### src/rtl/prbs_pkg.sv
// Shared definitions for the PRBS generator/checker: checker states,
// the Fibonacci LFSR step function and common polynomial taps.
package prbs_pkg;

   typedef enum logic [1:0] {
      SEARCH,
      VERIFY,
      LOCKED
   } chk_state_e;

   // Second tap for x^ORDER + x^TAP + 1 primitive polynomials
   localparam int POLY7_TAP  = 6;
   localparam int POLY9_TAP  = 5;
   localparam int POLY15_TAP = 14;
   localparam int POLY23_TAP = 18;
   localparam int POLY31_TAP = 28;

   function automatic logic [31:0] prbs_next(input logic [31:0] state,
                                             input int order,
                                             input int tap);
      logic [31:0] hi;
      logic [31:0] lo;
      logic [31:0] mask;
      hi   = state >> (order - 1);
      lo   = state >> (tap - 1);
      mask = (32'h1 << order) - 32'h1;
      return ((state << 1) & mask) | {31'b0, hi[0] ^ lo[0]};
   endfunction

endpackage

### src/rtl/prbs_lfsr.sv
// ORDER-bit shift register that either steps its own Fibonacci feedback
// or shifts in an external bit; used for both the generator and checker.
module prbs_lfsr
   import prbs_pkg::*;
#(
   parameter int               ORDER   = 7,
   parameter int               TAP     = 6,
   parameter logic [ORDER-1:0] RST_VAL = '1
) (
   input  logic             clk,
   input  logic             rst_n,
   input  logic             load,
   input  logic [ORDER-1:0] load_val,
   input  logic             shift,
   input  logic             use_fb,
   input  logic             shift_in,
   output logic [ORDER-1:0] q
);

   logic [ORDER-1:0] fb_next;

   assign fb_next = ORDER'(prbs_next(32'(q), ORDER, TAP));

   always_ff @(posedge clk) begin
      if (!rst_n) begin
         q <= RST_VAL;
      end else if (load) begin
         q <= load_val;
      end else if (shift) begin
         q <= use_fb ? fb_next : {q[ORDER-2:0], shift_in};
      end
   end

endmodule

### src/rtl/prbs_ber_tester.sv
// PRBS BER harness: transmit-side generator plus a self-synchronising
// receive-side checker with lock acquisition, bit/error counting and unlock.
module prbs_ber_tester
   import prbs_pkg::*;
#(
   parameter int               ORDER      = 7,
   parameter int               TAP        = 6,
   parameter logic [ORDER-1:0] SEED       = '1,
   parameter int               LOCK_CNT   = 16,
   parameter int               UNLOCK_WIN = 64,
   parameter int               UNLOCK_ERR = 8,
   parameter int               CNT_W      = 32
) (
   input  logic             sys_clk,
   input  logic             sys_rst_n,
   input  logic             tx_en,
   input  logic             inject_err,
   output logic             tx_bit,
   output logic [ORDER-1:0] tx_state,
   input  logic             rx_valid,
   input  logic             rx_bit,
   input  logic             clear,
   output logic             locked,
   output logic [CNT_W-1:0] bit_cnt,
   output logic [CNT_W-1:0] err_cnt,
   output logic             cnt_sat
);

   localparam int FILL_W  = $clog2(ORDER + 1);
   localparam int MATCH_W = $clog2(LOCK_CNT + 1);
   localparam int WIN_W   = $clog2(UNLOCK_WIN + 1);
   localparam int WERR_W  = $clog2(UNLOCK_ERR + 1);

   localparam logic [FILL_W-1:0]  FILL_LAST  = FILL_W'(ORDER - 1);
   localparam logic [MATCH_W-1:0] MATCH_LAST = MATCH_W'(LOCK_CNT - 1);
   localparam logic [WIN_W-1:0]   WIN_LAST   = WIN_W'(UNLOCK_WIN - 1);
   localparam logic [WERR_W-1:0]  WERR_LIMIT = WERR_W'(UNLOCK_ERR);
   localparam logic [CNT_W-1:0]   CNT_MAX    = '1;

   chk_state_e         state, state_nxt;
   logic [ORDER-1:0]   gen_q, chk_q, chk_shifted;
   logic [FILL_W-1:0]  fill_cnt;
   logic [MATCH_W-1:0] match_cnt;
   logic [WIN_W-1:0]   win_cnt;
   logic [WERR_W-1:0]  win_err, win_err_inc;
   logic [CNT_W-1:0]   bit_nxt, err_nxt;
   logic               pred, mismatch, chk_load, chk_use_fb, count_en;

   prbs_lfsr #(.ORDER(ORDER), .TAP(TAP), .RST_VAL(SEED)) u_gen (
      .clk(sys_clk), .rst_n(sys_rst_n), .load(1'b0), .load_val(SEED),
      .shift(tx_en), .use_fb(1'b1), .shift_in(1'b0), .q(gen_q)
   );

   prbs_lfsr #(.ORDER(ORDER), .TAP(TAP), .RST_VAL('0)) u_chk (
      .clk(sys_clk), .rst_n(sys_rst_n), .load(chk_load), .load_val('0),
      .shift(rx_valid), .use_fb(chk_use_fb), .shift_in(rx_bit), .q(chk_q)
   );

   assign tx_state    = gen_q;
   assign pred        = chk_q[ORDER-1] ^ chk_q[TAP-1];
   assign mismatch    = rx_bit ^ pred;
   assign chk_shifted = {chk_q[ORDER-2:0], rx_bit};
   assign win_err_inc = win_err + WERR_W'(mismatch);

   always_ff @(posedge sys_clk) begin
      if (!sys_rst_n) begin
         tx_bit <= 1'b0;
      end else if (tx_en) begin
         tx_bit <= gen_q[ORDER-1] ^ inject_err;
      end
   end

   always_ff @(posedge sys_clk) begin
      if (!sys_rst_n) begin
         state <= SEARCH;
      end else begin
         state <= state_nxt;
      end
   end

   // An all-zero fill would predict zeros forever, so it is refused
   always_comb begin
      state_nxt = state;
      if (rx_valid) begin
         unique case (state)
            SEARCH:  if (fill_cnt == FILL_LAST && chk_shifted != '0) state_nxt = VERIFY;
            VERIFY:  if (mismatch) state_nxt = SEARCH;
                     else if (match_cnt == MATCH_LAST) state_nxt = LOCKED;
            LOCKED:  if (win_err_inc >= WERR_LIMIT) state_nxt = SEARCH;
            default: state_nxt = SEARCH;
         endcase
      end
   end

   always_comb begin
      chk_load   = rx_valid && (state == VERIFY) && mismatch;
      chk_use_fb = (state != SEARCH);
      count_en   = rx_valid && (state == LOCKED);
      locked     = (state == LOCKED);
   end

   // The error on a window's last bit is judged before the window resets
   always_ff @(posedge sys_clk) begin
      if (!sys_rst_n) begin
         fill_cnt  <= '0;
         match_cnt <= '0;
         win_cnt   <= '0;
         win_err   <= '0;
      end else if (rx_valid) begin
         unique case (state)
            SEARCH: begin
               fill_cnt  <= (fill_cnt == FILL_LAST) ? '0 : fill_cnt + FILL_W'(1);
               match_cnt <= '0;
            end
            VERIFY: begin
               fill_cnt  <= '0;
               match_cnt <= mismatch ? '0 : match_cnt + MATCH_W'(1);
               win_cnt   <= '0;
               win_err   <= '0;
            end
            LOCKED: begin
               match_cnt <= '0;
               if (win_err_inc >= WERR_LIMIT || win_cnt == WIN_LAST) begin
                  win_cnt <= (win_err_inc >= WERR_LIMIT) ? '0 :
                             ((win_cnt == WIN_LAST) ? '0 : win_cnt + WIN_W'(1));
                  win_err <= '0;
               end else begin
                  win_cnt <= win_cnt + WIN_W'(1);
                  win_err <= win_err_inc;
               end
            end
            default: begin
               fill_cnt  <= '0;
               match_cnt <= '0;
            end
         endcase
      end
   end

   always_comb begin
      bit_nxt = bit_cnt;
      err_nxt = err_cnt;
      if (count_en) begin
         if (bit_cnt != CNT_MAX) bit_nxt = bit_cnt + CNT_W'(1);
         if (mismatch && err_cnt != CNT_MAX) err_nxt = err_cnt + CNT_W'(1);
      end
   end

   always_ff @(posedge sys_clk) begin
      if (!sys_rst_n || clear) begin
         bit_cnt <= '0;
         err_cnt <= '0;
         cnt_sat <= 1'b0;
      end else begin
         bit_cnt <= bit_nxt;
         err_cnt <= err_nxt;
         cnt_sat <= cnt_sat | (bit_nxt == CNT_MAX) | (err_nxt == CNT_MAX);
      end
   end

endmodule

### config.mk
export PLATFORM = sky130hd
export DESIGN_NAME = prbs_ber_tester
export DESIGN_NICKNAME = d
export VERILOG_FILES = /design/src/rtl/prbs_pkg.sv /design/src/rtl/prbs_lfsr.sv /design/src/rtl/prbs_ber_tester.sv
export SDC_FILE = /design/constraint.sdc
export NUM_CORES = 1
export LEC_CHECK = 0
export ABC_AREA = 1
export CAP_MARGIN = 20
export CELL_PAD_IN_SITES_DETAIL_PLACEMENT = 0
export CELL_PAD_IN_SITES_GLOBAL_PLACEMENT = 1
export CORE_UTILIZATION = 39
export CTS_CLUSTER_DIAMETER = 100
export DETAILED_ROUTE_END_ITERATION = 12
export PLACE_DENSITY = 0.9
export SLEW_MARGIN = 20
export SYNTH_ARGS = -nofsm -noshare
export SYNTH_HDL_FRONTEND = slang
export SYNTH_SLANG_ARGS = --single-unit
### constraint.sdc
create_clock -name sys_clk -period 2.9 [get_ports sys_clk]
set_input_delay 0.58 -clock sys_clk [delete_from_list [all_inputs] [get_ports sys_clk]]
set_output_delay 0.58 -clock sys_clk [all_outputs]
set_load 0.03 [all_outputs]
==> results of run 1 <==
-- cells by family after synthesis --
| kind of cell | after synthesis | share of synthesized area |
|---|---|---|
| AND/OR/NAND/NOR | 640 | 0.4498 |
| buffers and inverters | 155 | 0.1035 |
| flip-flops | 101 | 0.3261 |
| AO/OA/AOI/OAI | 84 | 0.07506 |
| XOR/XNOR | 18 | 0.02542 |
| adder cells (fa/ha/maj) | 10 | 0.02018 |
-- synth_stat cells --
cell type,count
and3_1,1
nand4_1,37
nand2_4,1
nor3b_1,1
xnor2_1,5
o311ai_0,1
xor2_1,13
o22ai_1,1
nor2_2,5
or2_2,8
nand3_4,2
nor2_1,157
o221a_2,1
o21a_1,1
dfxtp_1,101
nor4_1,2
buf_6,3
a211oi_1,3
a21oi_1,55
a31o_2,1
o21bai_1,4
nor3_1,17
ha_1,10
clkinv_1,3
nor2_4,3
o211a_1,1
a22oi_1,1
buf_2,1
nand3_1,84
o31ai_1,1
clkbuf_8,1
buf_4,7
nand2_1,303
inv_2,3
nand3_2,2
nand2_2,7
clkbuf_1,16
inv_1,121
and2_1,1
nand3b_1,9
o21ai_0,13
o21ai_1,1
-- power by group through the flow --
stage	clock network (µW)	logic (µW)	registers [µW]
after floorplan	0	153	1470
after global routing	1350	263	1430
after CTS	1290	239	1420
after detailed placement	0	238	1460
after global placement	0	238	1460
final	1260	238	1430
-- per-stage QoR --
step,util,total power (µW),std cells,instance area [µm²],setup WS [ns]
finish,0.4978,2920,1320,7652,0.3040
global route,0.4978,3040,1320,7652,0.01773
CTS,0.4978,2957,1320,7652,0.2869
detailed placement,0.4781,1695,1304,7348,0.08352
global placement,0.4781,1695,1304,7348,0.08439
floorplan,-,1618,1008,6201,0.6018
-- cell type report --
class                           instances  share of cell area
Timing Repair Buffer                  113              0.1370
Sequential cell                       101              0.2642
Clock inverter                          3            0.005723
Inverter                              127             0.06230
Tap cell                              211             0.03450
Clock buffer                           13             0.03401
Multi-Input combinational cell        752              0.4622
-- state kept, by name (all words and copies together), names as in the netlist --
register	count
fill_cnt	3
u_chk.q	7
match_cnt	5
tx_bit	1
win_err	4
win_cnt	7
u_gen.q	7
state	2
err_cnt	32
cnt_sat	1
bit_cnt	32
-- worst register-to-register path: stages (launching register included) --
cell	delay, ns
dfxtp_1	0.40
ha_1	0.24
inv_1	0.09
nor2_4	0.12
nand2_2	0.11
nor2_4	0.16
nand3_4	0.26
buf_4	0.30
nand2_1	0.10
xnor2_1	0.14
nand2_1	0.07
nor2_1	0.09
nand2_1	0.07
nor2_1	0.13
nand2_1	0.07
nand2_1	0.07
nor2_1	0.04
nor2_1	0.07
-- cell usage in the layout (no fill, tap or decap), types with 3 or more instances in the layout --
| master | Yosys | layout |
|---|---|---|
| buf_4 | 7 | 33 |
| a21oi_1 | 55 | 55 |
| nor2_2 | 5 | 5 |
| nand2_1 | 303 | 303 |
| ha_1 | 10 | 10 |
| xnor2_1 | 5 | 5 |
| inv_1 | 121 | 121 |
| nand3b_1 | 9 | 9 |
| nand2_2 | 7 | 7 |
| dfxtp_1 | 101 | 101 |
| clkbuf_16 | 0 | 9 |
| nor3_1 | 17 | 17 |
| nor2_4 | 3 | 3 |
| o21bai_1 | 4 | 4 |
| or2_2 | 8 | 8 |
| nor2_1 | 157 | 157 |
| a211oi_1 | 3 | 3 |
| xor2_1 | 13 | 13 |
| nand4_1 | 37 | 37 |
| o21ai_0 | 13 | 13 |
| clkdlybuf4s50_1 | 0 | 80 |
| clkinv_1 | 3 | 3 |
| inv_2 | 3 | 3 |
| nand3_1 | 84 | 84 |
-- final timing paths --
check | end
max reg2reg | cnt_sat
max | cnt_sat
min reg2reg | win_cnt[6]
min | win_cnt[6]
-- layer usage --
metal | up-vias | global-route usage | wire, µm
met4 | 0 | 0.06920 | 245
met3 | 15 | 0.02462 | 577
met2 | 127 | 0.3513 | 7612
met1 | 2947 | 0.2987 | 8459
li1 | 3408 | - | -
met5 | - | 0 | 0
==> reports/qor_table.md, run 1 <==
| Quantity | Value | Unit |
|:---|:---|:---|
| Cell-by-cell listing of the critical path | ha_1 > inv_1 > nor2_4 > nand2_2 > nor2_4 > nand3_4 > buf_4 > nand2_1 > xnor2_1 > nand2_1 > nor2_1 > nand2_1 > nor2_1 > nand2_1 > nand2_1 > nor2_1 > nor2_1 | - |
| Cell type with the highest occurrence count on the critical path | nand2_1 | - |
| Clock tree root driver cell | clkbuf_16 | - |
| Internal Dissipation | 2210 | µW |
| Sequential share of the synthesized area | 0.3261 | - |
| Worst min-delay path startpoint | win_cnt[6] | - |
| Sequential cell area | 2022 | µm² |
| Total power density per cell area | 381.6 | nW/µm² |
| Post-Syn Area per Cell | 6.152 | µm² |
| Post-CTS clock slew at the launch and capture registers of the worst setup and hold paths | 0.07 | ns |
| Worst Reg-to-Reg Cells | 17 | - |
| Insertion delay of the later-clocked pin in the worst-skew pair | 0.35 | ns |
| Number of warning messages in the yosys log | 0 | - |
| Count of buffers from port buffering | 80 | - |
| Num CTS Buffers | 9 | - |
| Max-slew headroom at the worst pin | 0.4916 | - |
| Total nets after synthesis | 1025 | - |
| Clk pwr share | 0.430 | - |
| Detail Route Antenna Nets | 0 | - |
| Standby leakage power | 0.002954 | µW |
| Antenna diode count | 0 | - |
| Start of the worst register-to-register path | bit_cnt[0] | - |
| Switching pwr | 709.9 | µW |
| CP arrival | 2.88 | ns |
| Fin Setup TNS | 0 | ns |
| Hpwl dp | 12750 | µm |
| Number of global-route vias before repair | 5957 | - |
| Start-to-end type of the worst setup path | register to register | - |
| Crit path max fanout | 25 | - |
| Global-route congestion overflow total | 0 | - |
| H-tree Lvls | 3 | - |
| RSZ-0062 raised after global routing | no | - |
| Logic depth of the worst path, buffers included | 17 | - |
| Final RePlAce weighted congestion | 0.8511 | - |
| Post-route worst hold slack | 0.4428 | ns |
| WP data required | 3.19 | ns |
| Proportion of total power due to net switching | 0.2431 | - |
| Clock Sink Count | 101 | - |
| Share of the synthesized area in the top cell type | 0.3261 | - |
| DR DRC count | 0 | - |
| Syn Inst Count | 1008 | - |
| Number of buffer and inverter instances along the worst setup path | 2 | - |
| Max rail drop VDD | 289.7 | µV |
| Routed vias/inst | 4.922 | - |
| Post-CTS setup-driven buffer insertion count | 0 | - |
| Dominant cell type by area after synthesis | dfxtp_1 | - |
| Wire length of the first global-routing pass | 28530 | µm |
| Number of cells on the worst hold path | 2 | - |
| Category of cells accounting for the largest share of critical-path delay | simple AND/OR/NAND/NOR gates | - |
| Final #Nets | 1121 | - |
| Area Overhead vs Synth | 23.41 | % |
| Filler Cell Count | 1602 | - |
| Cell Rows | 45 | - |
| DIE AREA | 16410 | µm² |
| Router iterations before antenna repair | 5 | - |
| Clock period minus final worst setup slack | 2.596 | ns |
| Largest stage delay, worst path | 0.40 | ns |
| Final cycle utilization of the critical path | 0.8952 | - |
| Number of storage elements in the synthesis netlist | 101 | - |
| Final number of hold-violating endpoints | 0 | - |
| Share of post-route cells with drive strength above 1 | 0.07214 | - |
| CTS tree | yes | - |
| Effective utilization at floorplan | 0.4034 | - |
| Run status | finished, final reports clean | - |
| Number of antenna violations at the first check in global routing | 0 | - |
| Vertical die dimension | 128.1 | µm |
| Reg-to-reg slack, setup | 0.30 | ns |
| Routed vias | 6497 | - |
| Netlist Area Pre-Place | 6201 | µm² |
| DRT Wirelength | 16890 | µm |
| Number of gates given a new drive strength after cts | 0 | - |
| Global Route Usage Sum | 0.2165 | - |
| Multi-input gate area | 3537 | µm² |
| Fraction of power consumed by sequential logic | 0.488 | - |
| Part of the total power dissipated in combinational logic | 0.081 | - |
| Setup crit start | bit_cnt[0] | - |
| Number of buffers inserted by hold repair at cts | 0 | - |
| Buffer depth of the longest clock path | 2 | - |
| Cell types with the largest area share after synthesis | dfxtp_1 33%, nand2_1 18%, nor2_1 9.5% | - |
| Boundary Pins | 81 | - |
| Post-DR wirelength/cell | 12.80 | µm |
| Violation count after the first detailed-routing iteration | 387 | - |
| Min-Delay Path Class | register to register | - |
| Slew at the pin closest to its max-slew limit | 0.7627 | ns |
| Pin count of the biggest net entering global routing | 66 | - |
| Max-cap viol count | 0 | - |
| Critical Path Sink Type | register | - |
| Slowest CP cell | dfxtp_1 | - |
| Final setup violation count | 0 | - |
| Crit start category | register | - |
| Worst clock skew on the final layout | 0.007671 | ns |
| Max Freq | 385.2 | MHz |
| Count of final max-slew check failures | 0 | - |
| Die X-Extent | 128.1 | µm |
| Synth cell types | 42 | - |
| Core box area | 15370 | µm² |
No activity file was read; power rests on OpenSTA's default activity.
==> run 2, diff against run 1 <==
CORE_MARGIN = 1   (was default)
SLEW_MARGIN = default   (was 20)
==> results of run 2 <==
Final layout, timing and power as in run 1 (identical DEF).
